==> config.mk <==
export PLATFORM = sky130hd
export DESIGN_NAME = ps2_keyboard_decoder
export DESIGN_NICKNAME = d
export VERILOG_FILES = /design/src/rtl/ps2_keyboard_decoder.sv
export SDC_FILE = /design/constraint.sdc
export NUM_CORES = 1
export LEC_CHECK = 0
export ABC_AREA = 1
export CORE_MARGIN = 2
export CORE_UTILIZATION = 40
export DETAILED_ROUTE_END_ITERATION = 6
export GPL_TIMING_DRIVEN = 0
export SETUP_SLACK_MARGIN = 0.15
export SLEW_MARGIN = 20
export SYNTH_ARGS = -nofsm -noshare
export SYNTH_HDL_FRONTEND = slang
export SYNTH_SLANG_ARGS = --single-unit
==> constraint.sdc <==
create_clock -name clock -period 3.2 [get_ports clock]
set_clock_uncertainty 0.15 [all_clocks]
set_input_delay 0.8 -clock clock [delete_from_list [all_inputs] [get_ports clock]]
set_output_delay 0.8 -clock clock [all_outputs]
set_load 0.01 [all_outputs]
==> src/rtl/ps2_keyboard_decoder.sv <==
// ---------------------------------------------------------------------------
// ps2_keyboard_decoder
//
// Purpose: receiving end of the PS/2 keyboard link (device-to-host frames,
// scan code set 2). The module conditions the asynchronous PS/2 lines and
// deserialises 11-bit frames. It strips the E0 (extended) and F0 (break)
// prefixes and emits one strobe per key event in the system clock domain.
//
// Ports:
//   clock  in   1  system clock (56 MHz), all logic on posedge
//   reset  in   1  asynchronous, active-low reset
//   ps2ck  in   1  PS/2 clock line (asynchronous)
//   ps2dt  in   1  PS/2 data line (asynchronous)
//   kstb   out  1  one-cycle key event strobe
//   make   out  1  1 = press, 0 = release; held between strobes
//   ext    out  1  1 = E0 prefix preceded the code; held between strobes
//   code   out  8  scan code byte without prefixes; held between strobes
//   perr   out  1  one-cycle strobe on a parity or stop-bit error
//
// Parameters:
//   FILTER   cycles a synchronised line must hold a new level before the
//            filtered copy follows it
//   TIMEOUT  cycles without a sample edge mid-frame before the frame is
//            aborted
//
// Optional feature macro: PS2_TYPEMATIC_FILTER_EN
//   When it is defined, a repeated make of the last pressed key is
//   suppressed until that key is released or a different key is pressed.
// ---------------------------------------------------------------------------
module ps2_keyboard_decoder #(
    parameter int FILTER  = 8,
    parameter int TIMEOUT = 112000
) (
    input  logic       clock,
    input  logic       reset,
    input  logic       ps2ck,
    input  logic       ps2dt,
    output logic       kstb,
    output logic       make,
    output logic       ext,
    output logic [7:0] code,
    output logic       perr
);

    localparam int FLT_W  = $clog2(FILTER + 1);
    localparam int TOUT_W = $clog2(TIMEOUT + 1);
    localparam logic [FLT_W-1:0]  FLT_MAX = FLT_W'(FILTER - 1);
    localparam logic [TOUT_W-1:0] TO_MAX  = TOUT_W'(TIMEOUT);

    typedef enum logic [1:0] {
        IDLE   = 2'd0,
        DATA   = 2'd1,
        PARITY = 2'd2,
        STOP   = 2'd3
    } state_t;

    // Odd parity over data plus parity bit: frame is good when the XOR is 1.
    function automatic logic odd_parity_ok(input logic [7:0] d, input logic p);
        return ^{d, p};
    endfunction

    // Line conditioning: index 0 = ps2ck, index 1 = ps2dt
    logic [1:0]       meta_r;
    logic [1:0]       sync_r;
    logic [1:0]       filt_r;
    logic [FLT_W-1:0] fcnt_r [2];
    logic             ck_d_r;
    logic             fall_s;

    // Frame state
    state_t            state_r, state_s;
    logic [2:0]        bitcnt_r, bitcnt_s;
    logic [7:0]        shift_r, shift_s;
    logic              par_r, par_s;
    logic              ext_f_r, ext_f_s;
    logic              brk_f_r, brk_f_s;
    logic [TOUT_W-1:0] to_cnt_r;

    // Output registers
    logic       kstb_r, kstb_s;
    logic       perr_r, perr_s;
    logic       make_r, make_s;
    logic       ext_r, ext_s;
    logic [7:0] code_r, code_s;
    logic       emit_s;

`ifdef PS2_TYPEMATIC_FILTER_EN
    logic [8:0] last_key_r, last_key_s;
    logic       last_vld_r, last_vld_s;
    logic       key_match_s;
`endif

    // Two-flop synchroniser followed by a per-line glitch filter.
    // Idle PS/2 lines are high, so the lines reset to 1 to avoid a false edge.
    always_ff @(posedge clock or negedge reset) begin
        if (!reset) begin
            meta_r    <= 2'b11;
            sync_r    <= 2'b11;
            filt_r    <= 2'b11;
            fcnt_r[0] <= '0;
            fcnt_r[1] <= '0;
            ck_d_r    <= 1'b1;
        end else begin
            meta_r <= {ps2dt, ps2ck};
            sync_r <= meta_r;
            ck_d_r <= filt_r[0];
            for (int i = 0; i < 2; i++) begin
                if (sync_r[i] != filt_r[i]) begin
                    if (fcnt_r[i] == FLT_MAX) begin
                        filt_r[i] <= sync_r[i];
                        fcnt_r[i] <= '0;
                    end else begin
                        fcnt_r[i] <= fcnt_r[i] + FLT_W'(1);
                    end
                end else begin
                    fcnt_r[i] <= '0;
                end
            end
        end
    end

    // Sample event: falling edge of the filtered clock line
    assign fall_s = ck_d_r & ~filt_r[0];

    // Mid-frame watchdog: cleared by every sample and whenever idle, saturates at TIMEOUT
    always_ff @(posedge clock or negedge reset) begin
        if (!reset) begin
            to_cnt_r <= '0;
        end else if (fall_s || (state_r == IDLE)) begin
            to_cnt_r <= '0;
        end else if (to_cnt_r != TO_MAX) begin
            to_cnt_r <= to_cnt_r + TOUT_W'(1);
        end else begin
            to_cnt_r <= to_cnt_r;
        end
    end

`ifdef PS2_TYPEMATIC_FILTER_EN
    assign key_match_s = last_vld_r && (last_key_r == {ext_f_r, shift_r});
`endif

    // Next-state, prefix tracking and output decode
    always_comb begin
        state_s  = state_r;
        bitcnt_s = bitcnt_r;
        shift_s  = shift_r;
        par_s    = par_r;
        ext_f_s  = ext_f_r;
        brk_f_s  = brk_f_r;
        kstb_s   = 1'b0;
        perr_s   = 1'b0;
        make_s   = make_r;
        ext_s    = ext_r;
        code_s   = code_r;
        emit_s   = 1'b0;
`ifdef PS2_TYPEMATIC_FILTER_EN
        last_key_s = last_key_r;
        last_vld_s = last_vld_r;
`endif
        if (fall_s) begin
            case (state_r)
                IDLE: begin
                    // A sample with data 1 here is a spurious edge and is ignored
                    if (!filt_r[1]) begin
                        state_s  = DATA;
                        bitcnt_s = 3'd0;
                    end else begin
                        state_s = IDLE;
                    end
                end
                DATA: begin
                    shift_s = {filt_r[1], shift_r[7:1]};
                    if (bitcnt_r == 3'd7) begin
                        state_s = PARITY;
                    end else begin
                        bitcnt_s = bitcnt_r + 3'd1;
                    end
                end
                PARITY: begin
                    par_s   = filt_r[1];
                    state_s = STOP;
                end
                STOP: begin
                    state_s = IDLE;
                    if (filt_r[1] && odd_parity_ok(shift_r, par_r)) begin
                        if (shift_r == 8'hE0) begin
                            ext_f_s = 1'b1;
                        end else if (shift_r == 8'hF0) begin
                            brk_f_s = 1'b1;
                        end else begin
                            ext_f_s = 1'b0;
                            brk_f_s = 1'b0;
`ifdef PS2_TYPEMATIC_FILTER_EN
                            if (!brk_f_r) begin
                                if (key_match_s) begin
                                    emit_s = 1'b0;
                                end else begin
                                    emit_s     = 1'b1;
                                    last_key_s = {ext_f_r, shift_r};
                                    last_vld_s = 1'b1;
                                end
                            end else begin
                                // Releasing the remembered key re-arms the filter
                                emit_s = 1'b1;
                                if (key_match_s) begin
                                    last_vld_s = 1'b0;
                                end else begin
                                    last_vld_s = last_vld_r;
                                end
                            end
`else
                            emit_s = 1'b1;
`endif
                            if (emit_s) begin
                                kstb_s = 1'b1;
                                code_s = shift_r;
                                make_s = ~brk_f_r;
                                ext_s  = ext_f_r;
                            end else begin
                                kstb_s = 1'b0;
                            end
                        end
                    end else begin
                        perr_s  = 1'b1;
                        ext_f_s = 1'b0;
                        brk_f_s = 1'b0;
                    end
                end
                default: begin
                    state_s = IDLE;
                end
            endcase
        end else if ((state_r != IDLE) && (to_cnt_r == TO_MAX)) begin
            // Abandon the partial frame but keep any prefix already seen
            state_s = IDLE;
        end else begin
            state_s = state_r;
        end
    end

    // State, prefix and registered-output update
    always_ff @(posedge clock or negedge reset) begin
        if (!reset) begin
            state_r  <= IDLE;
            bitcnt_r <= 3'd0;
            shift_r  <= 8'h00;
            par_r    <= 1'b0;
            ext_f_r  <= 1'b0;
            brk_f_r  <= 1'b0;
            kstb_r   <= 1'b0;
            perr_r   <= 1'b0;
            make_r   <= 1'b0;
            ext_r    <= 1'b0;
            code_r   <= 8'h00;
`ifdef PS2_TYPEMATIC_FILTER_EN
            last_key_r <= 9'h000;
            last_vld_r <= 1'b0;
`endif
        end else begin
            state_r  <= state_s;
            bitcnt_r <= bitcnt_s;
            shift_r  <= shift_s;
            par_r    <= par_s;
            ext_f_r  <= ext_f_s;
            brk_f_r  <= brk_f_s;
            kstb_r   <= kstb_s;
            perr_r   <= perr_s;
            make_r   <= make_s;
            ext_r    <= ext_s;
            code_r   <= code_s;
`ifdef PS2_TYPEMATIC_FILTER_EN
            last_key_r <= last_key_s;
            last_vld_r <= last_vld_s;
`endif
        end
    end

    assign kstb = kstb_r;
    assign perr = perr_r;
    assign make = make_r;
    assign ext  = ext_r;
    assign code = code_r;

endmodule
Word-level counts from Yosys, hierarchy flattened
Index checks and enable logic that the tools add are counted.
- bits of input ports: 4
- register bits: 60
- reductions and logical operators: 18
- bitwise logic cells: 5
- eq/ne operators: 17
- $add $sub $neg: 4
- mux-type cells: 28
- operators by type and width (kind ; number):
    2-to-1 mux 17 bit ; 2
    adder 17 x 1 -> 17 bit (second input constant) ; 1
    == test 17 bit (second input constant) ; 1
    inequality test 17 bit (second input constant) ; 1
    == test 8 bit (second input constant) ; 2
    2-to-1 mux 4 bit ; 4
    2-to-1 mux 1 bit ; 15
    AND reduction 2 bit ; 5
    parity 9 bit ; 1
    adder 4 x 1 -> 4 bit (second input constant) ; 2
    == test 4 x 3 -> 1 bit (second input constant) ; 2
    case mux 2 bit (4 select lines) ; 1
    nonzero test 2 bit ; 4
    2-to-1 mux 2 bit ; 3
    2-to-1 mux 3 bit ; 2
    inequality test 2 bit (second input constant) ; 3
    inequality test 3 bit (second input constant) ; 2
    case mux 3 bit (2 select lines) ; 1
    AND reduction 3 bit ; 2
    AND reduction 5 bit ; 1
    == test 2 bit (second input constant) ; 2
    inverter 1 bit ; 4
    AND reduction 4 bit ; 1
    adder 3 x 1 -> 3 bit (second input constant) ; 1
    7 further kinds ; 9

Logic depth before layout (Yosys ltp)
- word-level depth: 6
- gate-level depth with buffers: 12

Least setup slack after synthesis
OpenSTA, ideal clock, no wires.
- path kind: register to register
- from: register ck_d_r
- to: register bitcnt_r[1]
- arrival time: 1.435 ns
- setup time: 0.122 ns
- data required time: 2.928 ns
- setup slack: 1.493 ns
- buffers on the path: 0
- cell stages (with the launch flop): 7
- cell sequence: dfstp_2 inv_1 nor2_1 inv_1 a21oi_1 o211ai_1 a32o_1
- longest elaborated chain between the ends: 2
- ends and longest elaborated chain (what ; RTL line ; RTL):
    start, declared ; 67 ; logic ck_d_r;
    start signal, assigned ; 106 ; ck_d_r <= filt_r[0];
    bitwise AND 1 bit ; 123 ; assign fall_s = ck_d_r & ~filt_r[0];
    AND reduction 4 bit (no line) ; n/a ;
    end signal, assigned ; 261 ; bitcnt_r <= bitcnt_s;
    end, declared ; 72 ; logic [2:0] bitcnt_r, bitcnt_s;
No other way between the ends.
A chain may end at the register's enable or synchronous reset.

Worst setup path in the final report
- from: register code_r[5], in the netlist code[5]
- to: output port code[5]
- RTL lines (what ; RTL line ; RTL):
    start, declared ; 84 ; logic [7:0] code_r, code_s;
    start signal, assigned ; 270 ; code_r <= code_s;
    end, declared ; 41 ; output logic [7:0] code,
No word-level cell between the ends.

==> impl_metrics.csv <==
group,metric,value,unit
yosys,syn-cell-area,2880,um^2
cts,max-clock-path-buffers,2,
die,std_cell_rows,30,
timing,finalSetupTns,0,ns
grt,grt_first_pass_wirelength,8850,um
route,dr_vias,2150,
route,drt_pass1_iterations,4,
worst_setup_path,worstPathArrival,1.23,ns
worst_setup_path,crit_type,"reg2out",
finish,layout.core_utilization,0.485,
timing,maxClockFrequency,0.459,GHz
yosys,netlist_instances,340,
place,hpwl,3650,um
worst_setup_path,worst_r2r_path_depth,6,
finish,nNetsFinal,381,
worst_setup_path,reg2reg_to,"bitcnt_r[1]",
grt,grt.overflow.total,0,
timing,relSlewSlack,0.733,
cts,tritoncts,"yes",
timing,final_setup_violating_endpoints,0,
worst_setup_path,r2r_setup_slk,1.29,ns
timing,final.period_utilization,0.681,
yosys,synth.lib_cells_used.distinct,26,
cts,tritoncts.num_buffers,9,
yosys,synth.net_count,354,
min_path,hold_path.class,"in2async",
grt,track_usage,0.146,
grt,pin_count_of_the_biggest_net_entering_global_routing,41,
route,detailedRoute.firstIterationViolations,92,
die,chipWidth,88.8,um
die,floorplan.core_area,6870,um^2
grt,grt_pass1_vias,2047,
worst_setup_path,worstPathCellList,"clkdlybuf4s50_1",
route,route.antenna.remaining_nets,0,
timing,grt_setup_unrepaired,"false",
timing,layout_min_cycle_time,2.18,ns
die,floorplan.die.height,88.8,um
place,gpl.final_weighted_congestion,0.787,
place,port_buffers,15,
finish,layout_cells_sized_above_1,0.0943,
worst_setup_path,worstReg2RegStart,"ck_d_r",
yosys,synth_largest_type_area_fraction,0.461,
cts,clock_sinks,60,
yosys,mapped_avg_cell_area,8.46,um^2
place,preCtsSetupSlack,1.28,ns
cts,clock_slew_at_the_register_clock_pins_of_the_worst_setup_and_hold_paths,0.06,ns
die,starting_density_of_the_core,0.419,
outcome,run_status,"finished clean",
cts,clock_tree.root_cell,"sky130_fd_sc_hd__clkbuf_8",
yosys,ys_seq_elements,60,
cts,post_cts_resize_count,0,
timing,worstMarginPinSlew,0.401,ns
yosys,synth.yosys.warnings,0,
route,route.detailed.wl_per_inst,10.7,um
power,irDropWorstVdd,0.208,mV
route,route.detailed.vias_per_inst,4.60,
timing,final_critical_path_setup_slack,1.02,ns
power,power-per-cell-area,527,nW/um^2
run,maxCapViolCount,0,
worst_setup_path,cp_data_required_time,2.25,ns
yosys,netlist.top_cell.by_area,"sky130_fd_sc_hd__dfrtp_1",
grt,grt_antenna_before_repair,0,
worst_setup_path,crit_path_max_incr_delay,0.54,ns
finish,antenna_cells,0,
die,design.die.area,7890,um^2
worst_setup_path,cp_slowest_cell,"sky130_fd_sc_hd__clkdlybuf4s50_1",
cts,htreeDepth,3,
worst_setup_path,timing.critical_path.to_type,"output port",
worst_setup_path,worst-path-max-fanout,2,
timing,finalHoldViolCount,0,
worst_setup_path,critical_path.top_delay_family,"buffers and inverters",
yosys,yosys-top-cells-area,"sky130_fd_sc_hd__dfrtp_1 (46%), sky130_fd_sc_hd__nand2_1 (11%), sky130_fd_sc_hd__dfstp_2 (6.4%)",
finish,area_growth_syn_to_layout,15.9,%
worst_setup_path,crit_buf_inv,1,
route,post-route-drc-count,0,
yosys,yosysSeqAreaShare,0.525,
timing,total_count_of_max_transition_violations_in_the_final_report,0,
cts,clk-insertion-delay-late,0.33,ns
cts,post_cts.repair.setup_buffers,0,
die,io_pins,16,
cts,hold_buffers,0,
power,power.static_leakage,1.57,nW
power,total_power,0.00176,W
worst_setup_path,critPathLaunchType,"flip-flop",
route,wirelength,4990,um
-- synthesized netlist by cell type (all sizes together) --
master	number
nand2	89
dfrtp	53
inv	46
nor2	36
nand3	28
o21ai	23
a21oi	11
ha	10
dfstp	7
nand4	6
nor3	6
xor2	6
xnor2	4
buf	3
nand3b	3
o211ai	3
clkbuf	2
a21boi	1
a22oi	1
a32o	1
mux2	1
-- registers in the layout, summed over array words and instances, names as in the netlist, 2 cells and up --
| name | count |
|---|---|
| state_r | 2 |
| filt_r | 2 |
| fcnt_r | 8 |
| to_cnt_r | 17 |
| bitcnt_r | 3 |
| sync_r | 2 |
| meta_r | 2 |
| code | 8 |
| shift_r | 8 |
-- report_power, final --
| part | total (W) | internal, W | switching, W |
|---|---|---|---|
| clock network | 0.000588 | 0.000317 | 0.000271 |
| registers | 0.000892 | 0.000836 | 0.0000559 |
| logic | 0.000276 | 0.0000964 | 0.000179 |
-- worst max-delay path by stage --
| stage | startpoint | cells past startpoint | endpoint | slack [ns] |
|---|---|---|---|---|
| after floorplan | ck_d_r | 6 | bitcnt_r[1] | 1.49 |
| after global placement | reset | 1 | fcnt_r[0] | -0.78 |
| after detailed placement | ck_d_r | 6 | bitcnt_r[1] | 1.28 |
| after CTS | code[5] | 1 | code[5] | 1.01 |
| after global routing | ext | 1 | ext | 0.98 |
| final | code[5] | 1 | code[5] | 1.02 |
-- cell families after synthesis --
logic type / Yosys count / synth area share
AO/OA/AOI/OAI: 40 / 0.0757
XOR/XNOR: 10 / 0.0304
adder cells (fa/ha/maj): 10 / 0.0435
buffers and inverters: 51 / 0.0700
flip-flops: 60 / 0.525
multiplexers: 1 / 0.00391
AND/OR/NAND/NOR: 168 / 0.252
-- cell usage in the layout, fill, tap and decap left out, drive strengths merged, types with 7 or more instances in the layout --
| cell type | Yosys | routed |
|---|---|---|
| a21oi | 11 | 11 |
| clkbuf | 2 | 15 |
| clkdlybuf4s50 | 0 | 14 |
| dfrtp | 53 | 53 |
| dfstp | 7 | 7 |
| ha | 10 | 10 |
| inv | 46 | 46 |
| nand2 | 89 | 89 |
| nand3 | 28 | 28 |
| nor2 | 36 | 36 |
| o21ai | 23 | 23 |
-- layer usage --
| metal | GRT usage | part of all wire | up-vias |
|---|---|---|---|
| li1 | - | - | 1137 |
| met1 | 0.183 | 0.51 | 976 |
| met3 | 0.0448 | 0.029 | 10 |
| met4 | 0.0620 | 0.022 | 0 |
| met5 | 0 | 0 | - |
| met2 | 0.234 | 0.44 | 27 |
-- cell type report --
class                   count  area [um^2]
inverters                  46          173
flip-flops and latches     60         1510
repair buffers             16          168
clock inverters             2         10.0
clock buffers              13          159
plain buffers               5         28.8
fillers                   672         3530
multi-input cells         229         1170
well taps                  96          120
-- stage by stage --
step | std cells | instance area, um^2 | hold slack [ns]
2_1_floorplan | 340 | 2880 | 0.195
4_1_cts | 467 | 3330 | 0.197
3_5_place_dp | 452 | 3170 | 0.197
5_1_grt | 467 | 3330 | 0.204
3_3_place_gp | 451 | 3150 | 0.197
6_report | 467 | 3330 | 0.196
Power figures use the tool's default switching activity.
